`src/rtl/ram_port_arbiter.sv`:
```
// Two-port arbiter in front of a single-port data RAM.
// Round robin or fixed priority with starvation guard; in-order tagged read returns.
module ram_port_arbiter #(
  parameter int ADDR_W    = 16,
  parameter int DATA_W    = 32,
  parameter int RD_LAT    = 2,
  parameter int MAX_BURST = 4
) (
  input  logic              clk,
  input  logic              rst,
  input  logic              switch,
  input  logic              p0_req,
  input  logic              p0_we,
  input  logic [ADDR_W-1:0] p0_addr,
  input  logic [DATA_W-1:0] p0_wdata,
  output logic              p0_gnt,
  output logic              p0_rvalid,
  output logic [DATA_W-1:0] p0_rdata,
  input  logic              p1_req,
  input  logic              p1_we,
  input  logic [ADDR_W-1:0] p1_addr,
  input  logic [DATA_W-1:0] p1_wdata,
  output logic              p1_gnt,
  output logic              p1_rvalid,
  output logic [DATA_W-1:0] p1_rdata,
  output logic [ADDR_W-1:0] ram_address,
  output logic [DATA_W-1:0] ram_data,
  output logic              ram_wren,
  input  logic [DATA_W-1:0] ram_q,
  output logic              busy
);

  localparam int BW = $clog2(MAX_BURST + 1);

  logic              last;
  logic [BW-1:0]     burst;
  logic              burst_max;
  logic [RD_LAT:0]   pv;
  logic [RD_LAT:0]   pp;
  logic              g0;
  logic              g1;
  logic              xfer;
  logic              xwe;
  logic [ADDR_W-1:0] xaddr;
  logic [DATA_W-1:0] xdata;

  assign burst_max = (burst == BW'(MAX_BURST));

  always_comb begin
    g0 = 1'b0;
    g1 = 1'b0;
    if (rst) begin
      if (switch) begin
        g1 = p1_req & (~p0_req | burst_max);
        g0 = p0_req & ~g1;
      end else begin
        g0 = p0_req & (~p1_req | last);
        g1 = p1_req & ~g0;
      end
    end
  end

  always_comb begin
    xfer  = g0 | g1;
    xwe   = p0_we;
    xaddr = p0_addr;
    xdata = p0_wdata;
    unique case (1'b1)
      g1: begin
        xwe   = p1_we;
        xaddr = p1_addr;
        xdata = p1_wdata;
      end
      default: ;
    endcase
  end

  always_ff @(posedge clk) begin
    if (!rst) begin
      ram_wren    <= 1'b0;
      ram_address <= '0;
      ram_data    <= '0;
      last        <= 1'b1;
      burst       <= '0;
      pv          <= '0;
      pp          <= '0;
    end else begin
      ram_wren <= xfer & xwe;
      if (xfer) begin
        ram_address <= xaddr;
        ram_data    <= xdata;
        last        <= g1;
      end
      // starvation guard only counts in fixed-priority mode
      if (switch) begin
        if (g0 & p1_req) begin
          if (!burst_max) burst <= burst + 1'b1;
        end else if (xfer) begin
          burst <= '0;
        end
      end
      pv <= {pv[RD_LAT-1:0], xfer & ~xwe};
      pp <= {pp[RD_LAT-1:0], g1};
    end
  end

  assign p0_gnt    = g0;
  assign p1_gnt    = g1;
  assign p0_rvalid = rst & pv[RD_LAT] & ~pp[RD_LAT];
  assign p1_rvalid = rst & pv[RD_LAT] & pp[RD_LAT];
  assign p0_rdata  = ram_q;
  assign p1_rdata  = ram_q;
  assign busy      = rst & (p0_req | p1_req | (|pv));

endmodule
```
`config.mk`:
```
export PLATFORM = sky130hd
export DESIGN_NAME = ram_port_arbiter
export DESIGN_NICKNAME = d
export VERILOG_FILES = /design/src/rtl/ram_port_arbiter.sv
export SDC_FILE = /design/constraint.sdc
export NUM_CORES = 1
export LEC_CHECK = 0
export ABC_CLOCK_PERIOD_IN_PS = 2050
export BUFFER_PORTS_ARGS = -buffer_cell sky130_fd_sc_hd__buf_2
export CAP_MARGIN = 10
export CELL_PAD_IN_SITES_DETAIL_PLACEMENT = 0
export CELL_PAD_IN_SITES_GLOBAL_PLACEMENT = 1
export CORE_MARGIN = 3
export CORE_UTILIZATION = 29
export CTS_BUF_LIST = sky130_fd_sc_hd__clkbuf_8
export CTS_CLUSTER_SIZE = 28
export DETAILED_ROUTE_END_ITERATION = 10
export PLACE_DENSITY_LB_ADDON = 0.1
export SYNTH_ARGS = -nofsm -noshare
export SYNTH_HDL_FRONTEND = slang
export SYNTH_SLANG_ARGS = --single-unit
```
`constraint.sdc`:
```
create_clock -name clk -period 2.05 [get_ports clk]
set_input_delay 0.1025 -clock clk [delete_from_list [all_inputs] [get_ports clk]]
set_output_delay 0.1025 -clock clk [all_outputs]
set_load 0.01 [all_outputs]
```
== Word-level counts from Yosys, hierarchy flattened ==
Index checks and enable logic that the tools add are counted.

* Flip-flop bits (word level): 59
* Logic and storage cells: 45

* Add/sub/neg operators: 1
* Equal/unequal tests: 2
* Muxes and demuxes: 10
* Bitwise gates (word level): 22
* Reductions and logical operators: 3

{| class="wikitable"
|+ Operators with widths
! cell !! number
|-
| 2-to-1 mux 32 bit || 1
|-
| 2-to-1 mux 16 bit || 1
|-
| bitwise AND 1 bit || 11
|-
| 2-to-1 mux 3 bit || 3
|-
| inverter 1 bit || 6
|-
| 2-to-1 mux 1 bit || 5
|-
| bitwise OR 1 bit || 5
|-
| adder 3 x 1 -> 3 bit, second input constant || 1
|-
| == test 3 bit, second input constant || 1
|-
| AND reduction 3 bit || 1
|-
| OR reduction 3 bit || 1
|-
| != test 2 bit, second input constant || 1
|-
| nonzero test 2 bit || 1
|}

== Logic depth before layout (Yosys ltp) ==
Gate-level depths: netlist of run 1.

* Word-level depth: 10
* Gate-level depth with buffers: 7

== Least setup slack after synthesis of run 1 ==
Ideal clock, no wire load.

* Kind: register to output
* Start point: register burst[0]
* End point: output p1_gnt
* Arrival: 1366 ps
* Data required time: 1947 ps
* Setup slack: 581 ps
* Stages on the path, launching flop included: 8
* Buffers on the path: 2
* Path through: dfxtp_1 > inv_1 > ha_1 > and3_4 > o21a_1 > buf_6 > buf_6 > and2_1

* Word-level cells in the longest chain between the ends: 5

{| class="wikitable"
|+ RTL lines
! item !! line !! source
|-
| from (decl) || 36 || <nowiki>logic [BW-1:0] burst;</nowiki>
|-
| from (signal assigned) || 97 || <nowiki>if (!burst_max) burst <= burst + 1'b1;</nowiki>
|-
| == test 3 bit || 47 || <nowiki>assign burst_max = (burst == BW'(MAX_BURST));</nowiki>
|-
| bitwise OR 1 bit || 54 || <nowiki>g1 = p1_req & (~p0_req | burst_max);</nowiki>
|-
| bitwise AND 1 bit || 54 ||
|-
| 2-to-1 mux 1 bit || 53 || <nowiki>if (switch) begin</nowiki>
|-
| 2-to-1 mux 1 bit || 52 || <nowiki>if (rst) begin</nowiki>
|-
| to (decl) || 23 || <nowiki>output logic p1_gnt,</nowiki>
|}

No other way between the ends.

== Worst setup path in the final report of run 1 ==
Same ends and word-level chain as after synthesis.

==> summary.txt, run 1 <==
Outcome
  • Status: finished, final reports clean

Pwr
  • Tot Pwr: 0.00281 W
  • Leakage: 2.03 nW
  • Worst VDD drop: 0.231 mV
  • PwrDens: 684 mW/mm2

Route
  • Total routed wirelength: 8370 um
  • # DRC: 0
  • DR pass1 iterations: 4
  • Initial DRC count: 113
  • Post-route antenna net violation count: 0
  • Wire per inst: 13.6 um
  • Vias/cell: 4.35
  • Vias: 2682

Clock network
  • Clock transition at the registers of the reported paths: 0.07 ns
  • Clock buffer depth: 2
  • Root Buffer: clkbuf_8
  • Setup repair bufs after CTS: 0
  • CTS tree: yes
  • Cts bufs inserted: 9
  • Skew-Pair Late Insertion Delay: 0.33 ns
  • Post_cts resized: 0
  • H-tree depth: 3
  • Clock sinks: 59

Worst hold path
  • Hold path start: p1_addr[15]
  • Hold EP: ram_address[15]
  • Hold Path Class: in -> reg
  • Hold Path Depth: 3

Global routing
  • Vias in the first global route: 2669
  • Largest net degree at the start of global routing: 60
  • Initial antenna violation count: 0
  • GRT Resource Usage Total: 0.123
  • First-pass GRT wire length: 13100 um
  • GR Overflow Total: 0

Job
  • Max Cap Viol: 0

Critical path
  • Largest fanout on the critical path: 21
  • CP startpoint kind: flip-flop
  • Reg2Reg Capture Point: ram_data[13]
  • Crit Path Class: reg -> out
  • Reg2Reg Setup Slack: 0.35 ns
  • WP data arrival: 1.80 ns
  • Cell family with most CP delay: simple AND/OR/NAND/NOR gates
  • Worst path bufs/invs: 2
  • CP Data Required Time: 1.95 ns
  • R2r startpoint: burst[0]
  • CP Capture Type: output pin
  • Max incr delay on CP: 0.37 ns
  • Crit-path slowest cell: dfxtp_1
  • Crit-path cells: inv_1 > ha_1 > and3_4 > o21a_4 > and2_1 > buf_2
  • R2R depth: 6

STA
  • Clock Skew: 0.00780 ns
  • Worst Tran Pin Value: 0.576 ns
  • Period minus WS final: 1.91 ns
  • Setup TNS: 0 ns
  • Relative slew slack: 0.616
  • Pins Over Slew Limit: 0
  • Post-route clock period utilization: 0.929
  • Hold Vio Cnt, Final: 0
  • RSZ-0062 raised after global routing: false
  • Fmax: 0.525 GHz
  • Endpoints failing setup: 0
  • Hold WS: 0.0242 ns

Floorplan
  • Row cnt: 39
  • Io pins: 253
  • Die Area: 0.0133 mm2
  • Die X: 115 um
  • Core area: 0.0116 mm2
  • Starting Density: 0.300
  • Die Ht: 115 um

Cells and area
  • Fill cells: 1227
  • Multi-input combinational cell area: 0.00166 mm2
  • Synth-to-Final Area Change: 18.3%
  • Antenna cells: 0
  • Most frequent cells in the layout: 155 x buf_2, 101 x nand2_1, 59 x dfxtp_1, 50 x mux2i_1, 48 x mux2_2
  • Register area: 0.00118 mm2
  • Final nets: 607
  • Most common cell after layout, fill and taps aside: buf_2
  • Layout cells sized above 1: 0.479

Yosys
  • Main synth FF type: dfxtp_1
  • Synth Cell Area: 0.00347 mm2
  • Syn Inst Count: 381
  • Async SR Flop Fraction: 0
  • YS warnings: 0
  • Synth Register Bits: 59
  • Netlist cell types: 25
  • Post-Syn Nets: 518
  • Syn Area/Cell: 9.12 um2
  • Post-synth EDFFs: 0
  • Register area share after synthesis: 0.340

Placement
  • DPL Wire Length: 6070 um
  • RePlAce Congestion: 0.707
  • Port Buffers: 156
==> per-layer routing <==
| layer | GRT usage | part of all wire | vias to the layer above |
|---|---|---|---|
| met4 | 0.0462 | 0.013 | 0 |
| met5 | 0 | 0 | - |
| li1 | - | - | 1371 |
| met3 | 0.0501 | 0.097 | 14 |
| met1 | 0.166 | 0.48 | 1171 |
| met2 | 0.174 | 0.41 | 126 |
==> stage by stage <==
stage | instance area (um2) | setup slack, ns | std cells | utilization
detailed placement | 3890 | 0.338 | 598 | 0.336
global placement | 3890 | 0.368 | 598 | 0.336
floorplan | 3470 | 0.581 | 381 | -
finish | 4110 | 0.145 | 617 | 0.355
global route | 4110 | 0.0255 | 617 | 0.355
CTS | 4110 | 0.0715 | 617 | 0.355
==> synthesized netlist by cell type (all sizes together) (3+ instances only) <==
cell type / instances / area (um2)
a21boi: 3 / 22.5
clkbuf: 11 / 41.3
buf: 78 / 591
mux2i: 50 / 500
mux2: 48 / 541
or4b: 3 / 30.0
nand2: 101 / 379
and3: 3 / 23.8
and2: 6 / 37.5
dfxtp: 59 / 1180
o21ai: 3 / 15.0
==> what timing repair did <==
action	in CTS	in global routing
hold buffers	4	0
endpoints found under the setup margin	0	0
hold endpoints to repair	4	0
==> worst register-to-register path, delay by kind of cell (launching register included) <==
kind	cells	cell delay [ns]
AO/OA/AOI/OAI	1	0.38
flip-flops	1	0.33
multiplexers	1	0.22
buffers and inverters	2	0.35
adder cells (fa/ha/maj)	1	0.13
AND/OR/NAND/NOR	1	0.20
==> sequential cells by signal, summed over array words and instances (netlist names) <==
| signal | flops |
|---|---|
| pp | 3 |
| burst | 3 |
| ram_address | 16 |
| ram_wren | 1 |
| ram_data | 32 |
| last | 1 |
| pv | 3 |
==> worst max-delay path by stage <==
stage          slack [ns]     start  cells after the start               to
3_5_place_dp         0.34  burst[0]                      6  ram_address[12]
5_1_grt              0.03  burst[0]                      6           p1_gnt
6_report             0.14  burst[0]                      6           p1_gnt
2_1_floorplan        0.58  burst[0]                      7           p1_gnt
3_3_place_gp         0.37  burst[0]                      6   ram_address[5]
4_1_cts              0.07  burst[0]                      6           p1_gnt
==> logic make-up (layout without fill, tap and decap cells) <==
| logic type | Yosys count | in the layout | share of synthesized area |
|---|---|---|---|
| AOI/OAI and AO/OA | 10 | 10 | 0.0198 |
| DFF | 59 | 59 | 0.340 |
| adders and majority gates | 2 | 2 | 0.00720 |
| buffers and inverters | 91 | 184 | 0.184 |
| muxes | 98 | 98 | 0.300 |
| and+or+nand+nor | 121 | 121 | 0.149 |
==> power by group <==
| part | total, W | switching, W | internal, W |
|---|---|---|---|
| clock network | 0.000964 | 0.000441 | 0.000523 |
| registers | 0.00128 | 0.0000426 | 0.00124 |
| logic | 0.000569 | 0.000266 | 0.000303 |
| total | 0.00281 | 0.000750 | 0.00206 |
==> final cells by class <==
type	count	area share
clock buffers	12	0.0402
clock inverters	3	0.00335
inverters	2	0.00183
multi-input cells	231	0.404
flip-flops and latches	59	0.287
well taps	143	0.0435
repair buffers	167	0.219
(Power assumes the default switching activity.)
==> inputs of run 2 (changes only) <==
==> config.mk (replaced) <==
export PLATFORM = sky130hd
export DESIGN_NAME = ram_port_arbiter
export DESIGN_NICKNAME = d
export VERILOG_FILES = /design/src/rtl/ram_port_arbiter.sv
export SDC_FILE = /design/constraint.sdc
export NUM_CORES = 1
export LEC_CHECK = 0
export ABC_CLOCK_PERIOD_IN_PS = 2050
export BUFFER_PORTS_ARGS = -buffer_cell sky130_fd_sc_hd__buf_2
export CAP_MARGIN = 10
export CORE_AREA = 3 3 98 100
export CTS_BUF_LIST = sky130_fd_sc_hd__clkbuf_8
export CTS_CLUSTER_SIZE = 28
export DETAILED_ROUTE_END_ITERATION = 10
export DIE_AREA = 0 0 101 103
export PLACE_DENSITY = 0.77
export SYNTH_ARGS = -nofsm -noshare
export SYNTH_HDL_FRONTEND = slang
export SYNTH_SLANG_ARGS = --single-unit
==> summary.txt, run 2 (synthesis gave the netlist of run 1 again) <==
Pwr
  • Tot Pwr: 0.00272 W (-3.3%)
  • Clock share of power: 0.325 (-0.018)
  • Net Sw Frac: 0.271 (+0.00391)
  • Worst VDD drop: 0.264 mV (+15%)
  • Logic gate share of total power: 0.206 (+0.004)
  • Internal power: 0.00198 W (-3.8%)
  • PwrDens: 678 mW/mm2 (-0.93%)
  • Switching pwr: 0.000735 W (-1.9%)
  • Register share of total power: 0.469 (+0.014)
  • Leakage: 2.00 nW (-1.2%)

STA
  • Period minus WS final: 1.88 ns (-0.0259 ns)
  • Post-route clock period utilization: 0.917 (-0.0126)
  • Worst Tran Pin Value: 0.433 ns (-0.143 ns)
  • Endpoints failing setup: 0 (unchanged)
  • Fmax: 0.532 GHz (+1.4%)
  • Relative slew slack: 0.711 (+0.0952)
  • Clock Skew: 0.00820 ns (+0.000393 ns)
  • Hold Vio Cnt, Final: 0 (unchanged)
  • Pins Over Slew Limit: 0 (unchanged)
  • RSZ-0062 raised after global routing: false
  • Setup TNS: 0 ns (unchanged)

Clock network
  • Cts bufs inserted: 9 (unchanged)
  • CTS tree: yes
  • H-tree depth: 3 (unchanged)
  • Clock transition at the registers of the reported paths: 0.07 ns (about the same)
  • Clock buffer depth: 2 (unchanged)
  • Setup repair bufs after CTS: 0 (unchanged)
  • Root Buffer: clkbuf_8
  • Clock sinks: 59 (unchanged)
  • Skew-Pair Late Insertion Delay: 0.32 ns (about the same)
  • Post_cts resized: 0 (unchanged)

Floorplan
  • Core area: 0.00876 mm2 (-24%)
  • Starting Density: 0.396 (+0.0960)
  • Die Ht: 103 um (-11%)
  • Die X: 101 um (-13%)
  • Die Area: 0.0104 mm2 (-22%)
  • Io pins: 253 (unchanged)
  • Row cnt: 34 (-13%)

Job
  • Max Cap Viol: 0 (unchanged)

Placement
  • Placed insts: 561 (-6.2%)
  • RePlAce Congestion: 0.737 (+4.3%)
  • DPL Wire Length: 5940 um (-2.1%)
  • Port Buffers: 156 (unchanged)

Global routing
  • GRT met3 Usage: 0.0487 (-0.00142)
  • First-pass GRT wire length: 12000 um (-8.4%)
  • Met2 Use GR: 0.256 (+0.0818)
  • Vias in the first global route: 2685 (+0.60%)
  • GRT Max-Usage Layer: met2
  • GR Overflow Total: 0 (unchanged)
  • GRT Resource Usage Total: 0.146 (+0.0229)
  • Largest net degree at the start of global routing: 54 (-10%)
  • Initial antenna violation count: 0 (unchanged)
  • Grt met1 use: 0.157 (-0.00953)

Critical path
  • Reg2Reg Setup Slack: 0.39 ns (+0.04 ns)
  • CP Data Required Time: 1.95 ns (about the same)
  • CP startpoint kind: flip-flop
  • Largest fanout on the critical path: 14 (-33%)
  • WP data arrival: 1.78 ns (-0.02 ns)
  • Crit Path Class: reg -> out
  • Critical Path Start: burst[0]
  • CP Capture Type: output pin
  • R2r startpoint: burst[0]

Cells and area
  • Fill cells: 850 (-31%)
  • Largest registers: ram_data: 32 flops, ram_address: 16 flops
  • Synth-to-Final Area Change: 15.4%
  • Multi-input combinational cell area: 0.00167 mm2 (+0.53%)
  • Largest reg by FF count: ram_data
  • Register area: 0.00118 mm2 (unchanged)
  • Core Util, Final: 0.458 (+0.102)
  • Antenna cells: 0 (unchanged)
  • Most frequent cells in the layout: 155 x buf_2, 101 x nand2_1, 59 x dfxtp_1, 50 x mux2i_1, 48 x mux2_2
  • Final nets: 603 (-0.66%)
  • Layout cells sized above 1: 0.479 (about the same)
  • Most common cell after layout, fill and taps aside: buf_2
  • Max FFs per register: 32 (unchanged)
  • Non-Filler Instances: 578 (-6.3%)

Route
  • Total routed wirelength: 7910 um (-5.6%)
  • DR pass1 iterations: 4 (unchanged)
  • Wire per inst: 13.7 um (+0.82%)
  • Post-route antenna net violation count: 0 (unchanged)
  • # DRC: 0 (unchanged)
  • Vias/cell: 4.73 (+8.7%)
  • Initial DRC count: 65 (-42%)
  • Vias: 2732 (+1.9%)

Worst hold path
  • Hold path start: p1_addr[14]
  • Hold Path Class: in -> reg

Outcome
  • Status: finished, final reports clean
==> run 2: cell types whose count changed in the layout (fill, tap and decap cells not counted), sizes merged <==
cell	before	now
clkbuf	12	10
buf	163	161
o21a	2	3
dlygate4sd3	4	1
inv	3	4
clkinv	2	3
==> run 2: power groups by stage <==
stage | clock network [W] | logic (W) | registers, W
after CTS | 0.000929 | 0.000562 | 0.00128
final | 0.000882 | 0.000559 | 0.00128
after floorplan | 0 | 0.000431 | 0.00134
after global routing | 0.000968 | 0.000621 | 0.00129
after global placement | 0 | 0.000544 | 0.00130
after detailed placement | 0 | 0.000558 | 0.00130
==> run 2: path summary, 6_finish.rpt <==
path,to,cells after the start
worst max-delay path,p1_gnt,6
worst min-delay path,ram_address[14],3
worst max register to register,pv[0],6
worst min register to register,pp[1],1
==> run 2: final cells by class <==
cell class | count | area share
Multi-Input combinational cell | 232 | 0.417
Inverter | 2 | 0.00187
Sequential cell | 59 | 0.295
Tap cell | 108 | 0.0337
Clock buffer | 10 | 0.0343
Timing Repair Buffer | 162 | 0.213
Clock inverter | 5 | 0.00562
==> run 2: repair_timing <==
action                                  CTS  global route
hold buffers                              1             0
hold endpoints to repair                  1             0
endpoints found under the setup margin    0             1
==> run 2: per-stage QoR <==
step | setup slack [ns] | cell area, um2 | hold slack, ns
after floorplan | 0.581 | 3470 | 0.253
after detailed placement | 0.273 | 3830 | 0.205
final | 0.171 | 4010 | 0.0246
after global routing | 0.0748 | 4010 | 0.0177
after global placement | 0.335 | 3830 | 0.205
after CTS | 0.0605 | 4000 | 0.000647
==> run 2: critical path, stage by stage (launching register included) <==
cell	delay [ns]
dfxtp_1	0.37
inv_1	0.06
ha_1	0.19
and3_4	0.19
o21a_4	0.32
and2_1	0.19
buf_2	0.13
==> run 2: per-layer routing <==
metal | share of wire | up-vias
li1 | - | 1361
met4 | 0.021 | 0
met1 | 0.41 | 1207
met2 | 0.48 | 144
met5 | 0 | -
met3 | 0.094 | 20
==> inputs of run 3 (changes only) <==
--- a/config.mk
+++ b/config.mk
@@ -5,7 +5,7 @@
 export SDC_FILE = /design/constraint.sdc
 export NUM_CORES = 1
 export LEC_CHECK = 0
-export ABC_CLOCK_PERIOD_IN_PS = 2050
+export ABC_CLOCK_PERIOD_IN_PS = 2400
 export BUFFER_PORTS_ARGS = -buffer_cell sky130_fd_sc_hd__buf_2
 export CAP_MARGIN = 10
 export CORE_AREA = 3 3 98 100
==> constraint.sdc (replaced) <==
create_clock -name clk -period 2.4 [get_ports clk]
set_input_delay 0.12 -clock clk [delete_from_list [all_inputs] [get_ports clk]]
set_output_delay 0.12 -clock clk [all_outputs]
set_load 0.01 [all_outputs]
==> summary.txt, run 3 (synthesis gave the netlist of run 1 again) <==
STA
  • Relative slew slack: 0.400 (-0.311)
  • RSZ-0062 raised after global routing: false
  • Clock Skew: 0.0101 ns (+0.00189 ns)
  • Hold WS: 0.0413 ns (+0.0167 ns)
  • Period minus WS final: 1.98 ns
  • Setup WS post-layout: 0.416 ns (+0.245 ns)
  • Worst Tran Pin Value: 0.901 ns (+0.467 ns)
  • Endpoints failing setup: 0 (unchanged)
  • Pins Over Slew Limit: 0 (unchanged)
  • Hold Vio Cnt, Final: 0 (unchanged)
  • Fmax: 0.504 GHz
  • Post-route clock period utilization: 0.827
  • Setup TNS: 0 ns (unchanged)

Global routing
  • GRT Resource Usage Total: 0.141 (-0.00424)
  • Largest net degree at the start of global routing: 78 (+44%)
  • Initial antenna violation count: 0 (unchanged)
  • GR Overflow Total: 0 (unchanged)
  • Vias in the first global route: 2559 (-4.7%)
  • First-pass GRT wire length: 11700 um (-2.6%)

Critical path
  • Crit-path cells: inv_1 > ha_1 > and3_4 > o21a_4 > and2_1 > buf_2
  • Reg2Reg Capture Point: pv[0]
  • R2R depth: 5 (-1)
  • Reg2Reg Setup Slack: 0.55 ns (+0.16 ns)
  • CP startpoint kind: flip-flop
  • Max incr delay on CP: 0.37 ns (about the same)
  • CP Capture Type: output pin
  • Largest fanout on the critical path: 26 (+12)
  • Crit-path slowest cell: dfxtp_1
  • Crit Path Class: reg -> out
  • WP data arrival: 1.86 ns (+0.08 ns)
  • Worst path bufs/invs: 2 (unchanged)
  • CP Data Required Time: 2.28 ns (+0.33 ns)
  • Cell family with most CP delay: simple AND/OR/NAND/NOR gates
  • R2r startpoint: burst[0]

Cells and area
  • Fill cells: 864 (+1.6%)
  • Antenna cells: 0 (unchanged)
  • Largest reg by FF count: ram_data
  • Final nets: 601 (-0.33%)
  • Synth-to-Final Area Change: 15.2%
  • Core Util, Final: 0.457 (-0.00100)
  • Max FFs per register: 32 (unchanged)
  • Multi-input combinational cell area: 0.00167 mm2 (unchanged)
  • Most common cell after layout, fill and taps aside: buf_2
  • Layout cells sized above 1: 0.482 (+0.00315)
  • Register area: 0.00118 mm2 (unchanged)
  • Largest registers: ram_data: 32 flops, ram_address: 16 flops
  • Most frequent cells in the layout: 155 x buf_2, 101 x nand2_1, 59 x dfxtp_1, 50 x mux2i_1, 48 x mux2_2

Route
  • # DRC: 0 (unchanged)
  • Post-route antenna net violation count: 0 (unchanged)
  • Total routed wirelength: 7950 um (+0.57%)
  • Wire per inst: 13.8 um (+0.74%)
  • Vias: 2734 (+0.073%)
  • Initial DRC count: 50 (-23%)
  • DR pass1 iterations: 4 (unchanged)
  • Vias/cell: 4.74 (+0.25%)

Clock network
  • CTS tree: yes
  • Setup repair bufs after CTS: 0 (unchanged)
  • H-tree depth: 3 (unchanged)
  • Hold_buf cts: 0 (-1)
  • Clock buffer depth: 2 (unchanged)
  • Post_cts resized: 0 (unchanged)
  • Cts bufs inserted: 9 (unchanged)
  • Root Buffer: clkbuf_8
  • Clock transition at the registers of the reported paths: 0.07 ns (about the same)
  • Skew-Pair Late Insertion Delay: 0.33 ns (about the same)
  • Clock sinks: 59 (unchanged)

Pwr
  • Tot Pwr: 0.00244 W (-10%)
  • Worst VDD drop: 0.254 mV (-4.0%)
  • PwrDens: 609 mW/mm2 (-10%)
  • Leakage: 1.99 nW (-0.43%)

Job
  • Max Cap Viol: 0 (unchanged)

Floorplan
  • Die X: 101 um (unchanged)
  • Starting Density: 0.396 (unchanged)
  • Io pins: 253 (unchanged)
  • Row cnt: 34 (unchanged)
  • Die Ht: 103 um (unchanged)
  • Die Area: 0.0104 mm2 (unchanged)
  • Core area: 0.00876 mm2 (unchanged)

Placement
  • Pre-CTS setup slack: 0.441 ns (+0.167 ns)
  • DPL Wire Length: 5710 um (-3.9%)
  • Port Buffers: 156 (unchanged)
  • RePlAce Congestion: 0.766 (+3.9%)

Worst hold path
  • Hold path start: p1_wdata[19]
  • Hold EP: ram_data[19]
  • Hold Path Class: in -> reg
  • Hold Path Depth: 3 (unchanged)

Outcome
  • Status: finished, final reports clean
[run 3: cell types whose count changed in the layout (fill, tap and decap cells not counted), sizes merged]
cell	delta
bufinv	+1
clkinvlp	+1
buf	-1
dlygate4sd3	-1
inv	-1
[run 3: how the worst max path moves through the flow]
stage,cells past startpoint,end,slack [ns],from
after floorplan,7,p1_gnt,0.91,burst[0]
after global placement,6,p1_gnt,0.49,burst[0]
after detailed placement,6,p1_gnt,0.44,burst[0]
after CTS,6,p1_gnt,0.08,burst[0]
after global routing,6,p1_gnt,0.27,burst[0]
final,6,p1_gnt,0.42,burst[0]
[run 3: cell type report]
cell class / instances / area share
tap: 108 / 0.0338
sequential: 59 / 0.295
clock inverter: 6 / 0.0141
clock buffer: 10 / 0.0344
multi-input combinational: 232 / 0.417
inverter: 2 / 0.00188
timing repair buffer: 160 / 0.203
[run 3: worst min-delay path: cells and delay by family]
kind                   cells  cell delay [ns]
buffers and inverters      1             0.09
AND/OR/NAND/NOR            1             0.05
multiplexers               1             0.06
[run 3: power by group]
group | switching [W] | total [W] | internal, W
registers | 0.0000354 | 0.00109 | 0.00105
clock network | 0.000376 | 0.000875 | 0.000498
logic | 0.000222 | 0.000470 | 0.000248
total | 0.000634 | 0.00244 | 0.00180
[run 3: routing by layer]
layer,share of wire,track usage,vias to the layer above
met4,0.023,0.0583,0
met1,0.40,0.156,1206
met2,0.48,0.243,151
met5,0,0,-
li1,-,-,1360
met3,0.094,0.0562,17
[run 3: through the flow]
step,area (um2),instances
6_report,4000,577
5_1_grt,4000,577
4_1_cts,3990,576
3_5_place_dp,3800,560
3_3_place_gp,3800,560
2_1_floorplan,3470,381
